[config.mk]
export PLATFORM = sky130hd
export DESIGN_NAME = window_gen
export DESIGN_NICKNAME = d
export VERILOG_FILES = /design/src/rtl/window_gen.sv
export SDC_FILE = /design/constraint.sdc
export NUM_CORES = 1
export LEC_CHECK = 0
export ABC_AREA = 1
export CAP_MARGIN = 15
export CORE_AREA = 2 2 206 127
export CTS_BUF_LIST = sky130_fd_sc_hd__clkbuf_4
export DETAILED_ROUTE_END_ITERATION = 10
export DIE_AREA = 0 0 208 129
export GPL_TIMING_DRIVEN = 0
export SETUP_SLACK_MARGIN = 0.4
export SYNTH_ARGS = -nofsm -noshare
export SYNTH_HDL_FRONTEND = slang
export SYNTH_SLANG_ARGS = --single-unit
[constraint.sdc]
create_clock -name clock -period 3.4 [get_ports clock]
set_input_delay 0.34 -clock clock [delete_from_list [all_inputs] [get_ports clock]]
set_output_delay 0.34 -clock clock [all_outputs]
set_load 0.1 [all_outputs]
[src/rtl/window_gen.sv]
// Streaming SIZE x SIZE sliding-window generator over a raster pixel stream.
// Define WINDOW_GEN_STRIDE2_EN to emit only every other window in each direction.
module window_gen #(
  parameter int SIZE      = 3,
  parameter int WIDTH_BIT = 8,
  parameter int IMG_W     = 8,
  parameter int IMG_H     = 8
) (
  input  logic                                            clock,
  input  logic                                            nreset,
  input  logic                                            pix_valid,
  output logic                                            pix_ready,
  input  logic signed [WIDTH_BIT-1:0]                     pix_data,
  output logic                                            win_valid,
  input  logic                                            win_ready,
  output logic signed [SIZE-1:0][SIZE-1:0][WIDTH_BIT-1:0] window,
  output logic                                            frame_done
);

  localparam int CW = $clog2(IMG_W);
  localparam int RW = $clog2(IMG_H);
  localparam logic [CW-1:0] COL_LAST = CW'(IMG_W - 1);
  localparam logic [RW-1:0] ROW_LAST = RW'(IMG_H - 1);
  localparam logic [CW-1:0] COL_WIN  = CW'(SIZE - 1);
  localparam logic [RW-1:0] ROW_WIN  = RW'(SIZE - 1);
`ifdef WINDOW_GEN_STRIDE2_EN
  // (n - (SIZE-1)) is even exactly when n has the same parity as SIZE-1
  localparam logic STRIDE_PAR = 1'((SIZE - 1) % 2);
`endif

  logic [CW-1:0] col;
  logic [RW-1:0] row;
  logic signed [WIDTH_BIT-1:0] lb [SIZE-1][IMG_W];
  logic signed [SIZE-1:0][SIZE-1:0][WIDTH_BIT-1:0] sw, sw_next;
  logic [SIZE-1:0][WIDTH_BIT-1:0] newcol;
  logic accept, emit, col_last, row_last;

  assign pix_ready = !win_valid || win_ready;
  assign accept    = pix_valid && pix_ready;
  assign col_last  = (col == COL_LAST);
  assign row_last  = (row == ROW_LAST);

  // lb[0] holds the previous line, lb[SIZE-2] the oldest; window row 0 is oldest
  always_comb begin
    newcol = '0;
    newcol[SIZE-1] = pix_data;
    for (int unsigned r = 0; r < SIZE - 1; r++) begin
      newcol[r] = lb[SIZE-2-r][col];
    end
  end

  always_comb begin
    sw_next = sw;
    for (int unsigned r = 0; r < SIZE; r++) begin
      for (int unsigned c = 0; c < SIZE - 1; c++) begin
        sw_next[r][c] = sw[r][c+1];
      end
      sw_next[r][SIZE-1] = newcol[r];
    end
  end

  always_comb begin
    emit = accept && (row >= ROW_WIN) && (col >= COL_WIN);
`ifdef WINDOW_GEN_STRIDE2_EN
    emit = emit && (row[0] == STRIDE_PAR) && (col[0] == STRIDE_PAR);
`endif
  end

  always_ff @(posedge clock or negedge nreset) begin
    if (!nreset) begin
      col <= '0;
      row <= '0;
    end else if (accept) begin
      if (col_last) begin
        col <= '0;
        row <= row_last ? '0 : row + 1'b1;
      end else begin
        col <= col + 1'b1;
      end
    end
  end

  always_ff @(posedge clock or negedge nreset) begin
    if (!nreset) begin
      for (int unsigned k = 0; k < SIZE - 1; k++) begin
        for (int unsigned i = 0; i < IMG_W; i++) begin
          lb[k][i] <= '0;
        end
      end
    end else if (accept) begin
      lb[0][col] <= pix_data;
      for (int unsigned k = 1; k < SIZE - 1; k++) begin
        lb[k][col] <= lb[k-1][col];
      end
    end
  end

  always_ff @(posedge clock or negedge nreset) begin
    if (!nreset) begin
      sw <= '0;
    end else if (accept) begin
      sw <= sw_next;
    end
  end

  // The output register captures the post-shift window so it includes the new pixel
  always_ff @(posedge clock or negedge nreset) begin
    if (!nreset) begin
      win_valid  <= 1'b0;
      window     <= '0;
      frame_done <= 1'b0;
    end else begin
      frame_done <= accept && row_last && col_last;
      if (emit) begin
        win_valid <= 1'b1;
        window    <= sw_next;
      end else if (win_ready) begin
        win_valid <= 1'b0;
      end
    end
  end

endmodule

======== Yosys cells after proc, flatten, opt, wreduce, memory -nomap -nowiden ========
Index checks and enable logic that the tools add are counted.
word-level totals
  input port bits ......................... 12
  output and inout bits ................... 75
  bits in registers ....................... 256
  logic and storage cells ................. 68
operators by class
  add/subtract/negate cells ............... 2
  order comparisons ....................... 4
  bitwise logic cells ..................... 1
  reduce and logical (&&, ||, !) cells .... 10
  multiplexer cells ....................... 14
  equal/unequal tests ..................... 2
operator list
  kind                                                               number
  bitwise mux 64 bit                                                 2
  binary-select mux 8 bit (select 3 bit)                             2
  two-way mux 8 bit                                                  5
  demux 8 bit (select 3 bit)                                         1
  adder 3 x 1 -> 3 bit, second input constant                        2
  equality test 3 bit, second input constant                         2
  greater-or-equal comparator 3 x 2 -> 1 bit, second input constant  2
  logical AND 1 bit                                                  6
  two-way mux 3 bit                                                  2
  greater-or-equal comparator 4 bit, second input constant           1
  < comparator 4 x 1 -> 1 bit, second input constant                 1
  inverter 3 -> 4 bit                                                1
  two-way mux 1 bit                                                  2
  AND reduction 2 bit                                                1
  nonzero test 2 bit                                                 1
  logical NOT 1 bit                                                  1
  logical OR 1 bit                                                   1

======== Logic depth before layout (Yosys ltp) ========
  word-level depth ........................ 6
  depth in mapped cells ................... 9
  mapped depth without buffers ............ 8

======== Worst setup path before layout ========
Ideal clock, no wire load.
  path type ............................... register to register
  start ................................... register win_valid
  end ..................................... register lb[125] (netlist name)
  buffers on the path ..................... 2
  library setup time ...................... 0.129 ns
  data required time ...................... 3.271 ns
  arrival time ............................ 2.388 ns
  cell stages (with the launch flop) ...... 8
  clock period less this slack ............ 2.518 ns
  path slack .............................. 0.882 ns
  cells stage by stage .................... dfrtp_1 nand2_2 nand2_1 buf_6 nor2_4 nand2_2 clkbuf_1 o21ai_1
on the way
  cells in the longest elaborated chain, start to end .. 3
ends and longest elaborated chain
  element                         line  source
  start: declaration              14    output logic win_valid,
  start signal: assignment        109   win_valid <= 1'b0;
  start signal: assignment        115   win_valid <= 1'b1;
  start signal: assignment        118   win_valid <= 1'b0;
  logical NOT 1 bit               38    assign pix_ready = !win_valid || win_ready;
  logical OR 1 bit                38
  named net pix_ready             12    output logic pix_ready,
  logical AND 1 bit               39    assign accept = pix_valid && pix_ready;
  end signal: indexed assignment  91    lb[0][col] <= pix_data;
  end signal: indexed assignment  93    lb[k][col] <= lb[k-1][col];
  end: declaration                33    logic signed [WIDTH_BIT-1:0] lb [SIZE-1][IMG_W];
The timed path passes the listed nets, and every way through them passes these cells.
A chain may end at the register's enable or synchronous reset.

======== Worst setup path in the final report ========
  start ................................... register window[21] (netlist name)
  end ..................................... output port window[21] (netlist name)
RTL lines
  element                   line  source
  start: declaration        16    output logic signed [SIZE-1:0][SIZE-1:0][WIDTH_BIT-1:0] window,
  start signal: assignment  116   window <= sw_next;
No word-level cell between the ends.

==> impl_summary.txt <==
----------------------------------------------------
[Run status]
  Outcome ... finished clean

[Place]
  Routability Congestion ... ~0.85
  Half-perimeter wire length after placement ... 22020 µm
  Port bufs ... 86
  Area after detailed placement ... 12650 µm²

[CTS]
  Sink count of the clock tree ... 256
  CTS buffer count ... 61
  Gates resized, CTS repair ... 0
  Clock insertion delay at the later pin of the skew report ... 0.75 ns
  CTS Root Cell ... sky130_fd_sc_hd__clkbuf_4
  CTS tree ... done
  Clock slew seen by the registers of the worst setup and hold paths ... 0.07 ns
  Maximum number of buffers from clock root to sink ... 3
  Clock H-tree levels ... 2

[Job]
  Reported max-cap violation count ... 0

[Layout]
  Net count reported at finish ... between 1500 and 2000
  Antenna diode instance count ... 0
  Area grow syn2layout ... 18.43%
  Ratio of cells with drive above 1 in the final layout ... 0.1061
  Final Instance Area ... 13410 µm²
  Fill cell instance count of the final layout ... 2398

[Floorplanning]
  Row Count ... 45
  Count of pins on the block boundary ... 87
  Die Wd ... 208 µm
  Die Ht ... 129 µm
  Initial standard-cell utilization of the core ... 0.4550
  Core area ... 24890 µm²
  Full die area ... 26830 µm²

[Global routing]
  Initial antenna violation count ... 0
  Residual overflow from global routing ... 0
  Maximum number of pins on one net before global-route repair ... 105
  Number of global-route vias before repair ... 9267
  Global-route usage over all layers ... 0.2446
  First-pass GRT wire length ... 51020 µm

[Setup path]
  Crit path capture type ... output pin
  Crit path required time ... between 3 and 4 ns
  Start-to-end type of the worst setup path ... flop to output pin
  Worst path max stage delay ... approximately 1.2 ns
  Worst-path fanout max ... 2
  WP buf/inv ... 1
  Critical path launch point type ... flop
  Crit path DAT ... 2.34 ns
  Kind of cell with the highest combined delay on the critical path ... buffers and inverters
  Sequence of cells on the critical path ... clkdlybuf4s50_1
  Critical-path cell with the highest stage delay ... sky130_fd_sc_hd__clkdlybuf4s50_1

[Synth]
  Main area contributors after synthesis ... sky130_fd_sc_hd__dfrtp_1, sky130_fd_sc_hd__nand2_1, sky130_fd_sc_hd__o21ai_0, sky130_fd_sc_hd__inv_1, sky130_fd_sc_hd__o21ai_1
  Number of enable flip-flop cells after synthesis ... 0
  Combined area of all synthesized cells ... 11320 µm²
  Sequential fraction of the synthesis area ... 0.5658
  Async SR Flop Fraction ... 1.000
  Leading register cell type out of synthesis ... sky130_fd_sc_hd__dfrtp_1
  FF+latch count, synth ... 256
  Largest area contributor in the netlist ... sky130_fd_sc_hd__dfrtp_1
  Synth Instances ... 1374
  Share of the synthesized area in the top cell type ... 0.5658
  Synthesized net count ... 1391
  Synth cell types ... 25
  Post-Syn Area per Cell ... 8.240 µm²
  Count of yosys warnings during synthesis ... 0

[Timing]
  Time the final worst path needs with I/O delays and setup ... 2.682 ns
  RSZ-0062 raised after global routing ... no
  Hold_ws ... 0.1849 ns
  Hold violation count in the final report ... 0
  Max transition margin ... 0.3229
  Slew Limit Fails ... 0
  Part of the cycle the worst path needs ... 0.7889
  Finish-stage setup viols ... 0
  Final setup skew ... just over 0.05 ns
  Pin slew with the least headroom to its limit ... 1.012 ns
  FMAX ... 372.8 MHz

[Routing]
  Total Wirelength ... between 30000 and 40000 µm
  Total DRC errors in the routed layout ... 0
  DR pass1 iterations ... 5
  Per-cell routed wire length ... 16.63 µm
  Remaining number of nets flagged by the antenna check after routing ... 0
  Count of vias placed by the detailed router ... 9453
  Per-cell via count in the routed design ... 4.991
  Initial DRC Count ... 729

[Hold path]
  Worst hold-check path type ... primary input to async pin

----------------------------------------------------
## worst paths after layout
path | startpoint | to | cells after the start | slack, ns
max reg2reg | col[0] | sw[41] | 7 | 1.13
max in group asynchronous | nreset | window[6] | 4 | 1.84
min | nreset | lb[68] | 2 | 0.18
max | window[21] | window[21] | 1 | 0.72
min in group clock | win_ready | win_valid | 4 | 0.25
min reg2reg | sw[36] | window[28] | 2 | 0.46
## metrics by stage
stage | util | setup TNS (ns) | setup slack [ns] | cells
global route | 0.5388 | 0 | 0.6486 | 1894
floorplan | - | 0 | 0.8821 | 1374
global placement | 0.5061 | -2370.24 | -9.297 | 1789
CTS | 0.5388 | 0 | 0.6755 | 1894
finish | 0.5388 | 0 | 0.7177 | 1894
detailed placement | 0.5085 | 0 | 1.024 | 1791
## sequential cells by signal (all words and copies together) (netlist names)
name,cells
window,72
row,3
win_valid,1
sw,48
frame_done,1
lb,128
col,3
## area by class of cell
class	count	area, µm²	area share
multi-input combinational	882	3918	0.2922
sequential	256	6406	0.4777
inverter	176	661.9	0.04936
buffer	60	336.6	0.02510
clock buffer	88	660.6	0.04927
clock inverter	14	83.83	0.006252
timing repair buffer	89	930.9	0.06942
tap	329	411.6	0.03070
## routing by layer
layer | part of all wire | vias to the layer above | track usage | wire (µm)
li1 | - | 4588 | - | -
met1 | 0.52 | 4551 | 0.3853 | 16540
met2 | 0.39 | 256 | 0.3266 | 12250
met3 | 0.067 | 58 | 0.06102 | 2125
met4 | 0.019 | 0 | 0.07468 | 593
met5 | 0 | - | 0 | 0
## synth_stat cells (3+ instances only)
cell type                    n
sky130_fd_sc_hd__nand2_1   557
sky130_fd_sc_hd__dfrtp_1   256
sky130_fd_sc_hd__inv_1     171
sky130_fd_sc_hd__o21ai_0   154
sky130_fd_sc_hd__o21ai_1    71
sky130_fd_sc_hd__nand3_1    60
sky130_fd_sc_hd__buf_2      24
sky130_fd_sc_hd__clkbuf_1   22
sky130_fd_sc_hd__nand2_2    12
sky130_fd_sc_hd__buf_6       6
sky130_fd_sc_hd__nand2_4     6
sky130_fd_sc_hd__buf_4       5
sky130_fd_sc_hd__ha_1        5
sky130_fd_sc_hd__inv_2       4
sky130_fd_sc_hd__a21oi_1     3
sky130_fd_sc_hd__nand3_4     3
sky130_fd_sc_hd__nor2_8      3
## logic make-up (layout without fill, tap and decap cells)
| group | count (synthesis) | in the layout | synth area share |
|---|---|---|---|
| AOI/OAI and AO/OA | 230 | 230 | 0.1023 |
| buffers and inverters | 236 | 427 | 0.08819 |
| DFF | 256 | 256 | 0.5658 |
| and+or+nand+nor | 647 | 647 | 0.2381 |
| adders and majority gates | 5 | 5 | 0.005525 |
## cell usage in the layout, fill, tap and decap left out
cell type	synthesis	layout
sky130_fd_sc_hd__nand2_4	6	6
sky130_fd_sc_hd__buf_12	1	1
sky130_fd_sc_hd__clkbuf_4	0	88
sky130_fd_sc_hd__clkbuf_1	22	22
sky130_fd_sc_hd__buf_8	0	1
sky130_fd_sc_hd__inv_2	4	4
sky130_fd_sc_hd__nand3_2	2	2
sky130_fd_sc_hd__nor2_1	2	2
sky130_fd_sc_hd__clkinv_1	0	11
sky130_fd_sc_hd__buf_16	0	2
sky130_fd_sc_hd__ha_1	5	5
sky130_fd_sc_hd__o21ai_1	71	71
sky130_fd_sc_hd__buf_4	5	5
sky130_fd_sc_hd__a21oi_1	3	3
sky130_fd_sc_hd__bufinv_16	0	1
sky130_fd_sc_hd__nor2_8	3	3
sky130_fd_sc_hd__buf_6	6	6
sky130_fd_sc_hd__dlygate4sd3_1	0	1
sky130_fd_sc_hd__nand2_2	12	12
sky130_fd_sc_hd__clkdlybuf4s50_1	0	85
sky130_fd_sc_hd__buf_2	24	24
sky130_fd_sc_hd__inv_1	171	171
sky130_fd_sc_hd__buf_1	1	1
sky130_fd_sc_hd__nand3_4	3	3
sky130_fd_sc_hd__o21ai_0	154	154
sky130_fd_sc_hd__nand3_1	60	60
sky130_fd_sc_hd__nor2_4	2	2
sky130_fd_sc_hd__clkbuf_2	1	1
sky130_fd_sc_hd__dfrtp_1	256	256
sky130_fd_sc_hd__clkinv_2	1	2
sky130_fd_sc_hd__clkinvlp_4	0	1
sky130_fd_sc_hd__o21ai_2	2	2
sky130_fd_sc_hd__nand2_1	557	557
## timing repair
item	4_1_cts	5_1_grt
hold buffers	1	0
buffers inserted	0	0
endpoints found under the hold margin	103	0
Power is not shown: default switching activity piles up to over one toggle a cycle in this logic, so the estimate is an artifact.
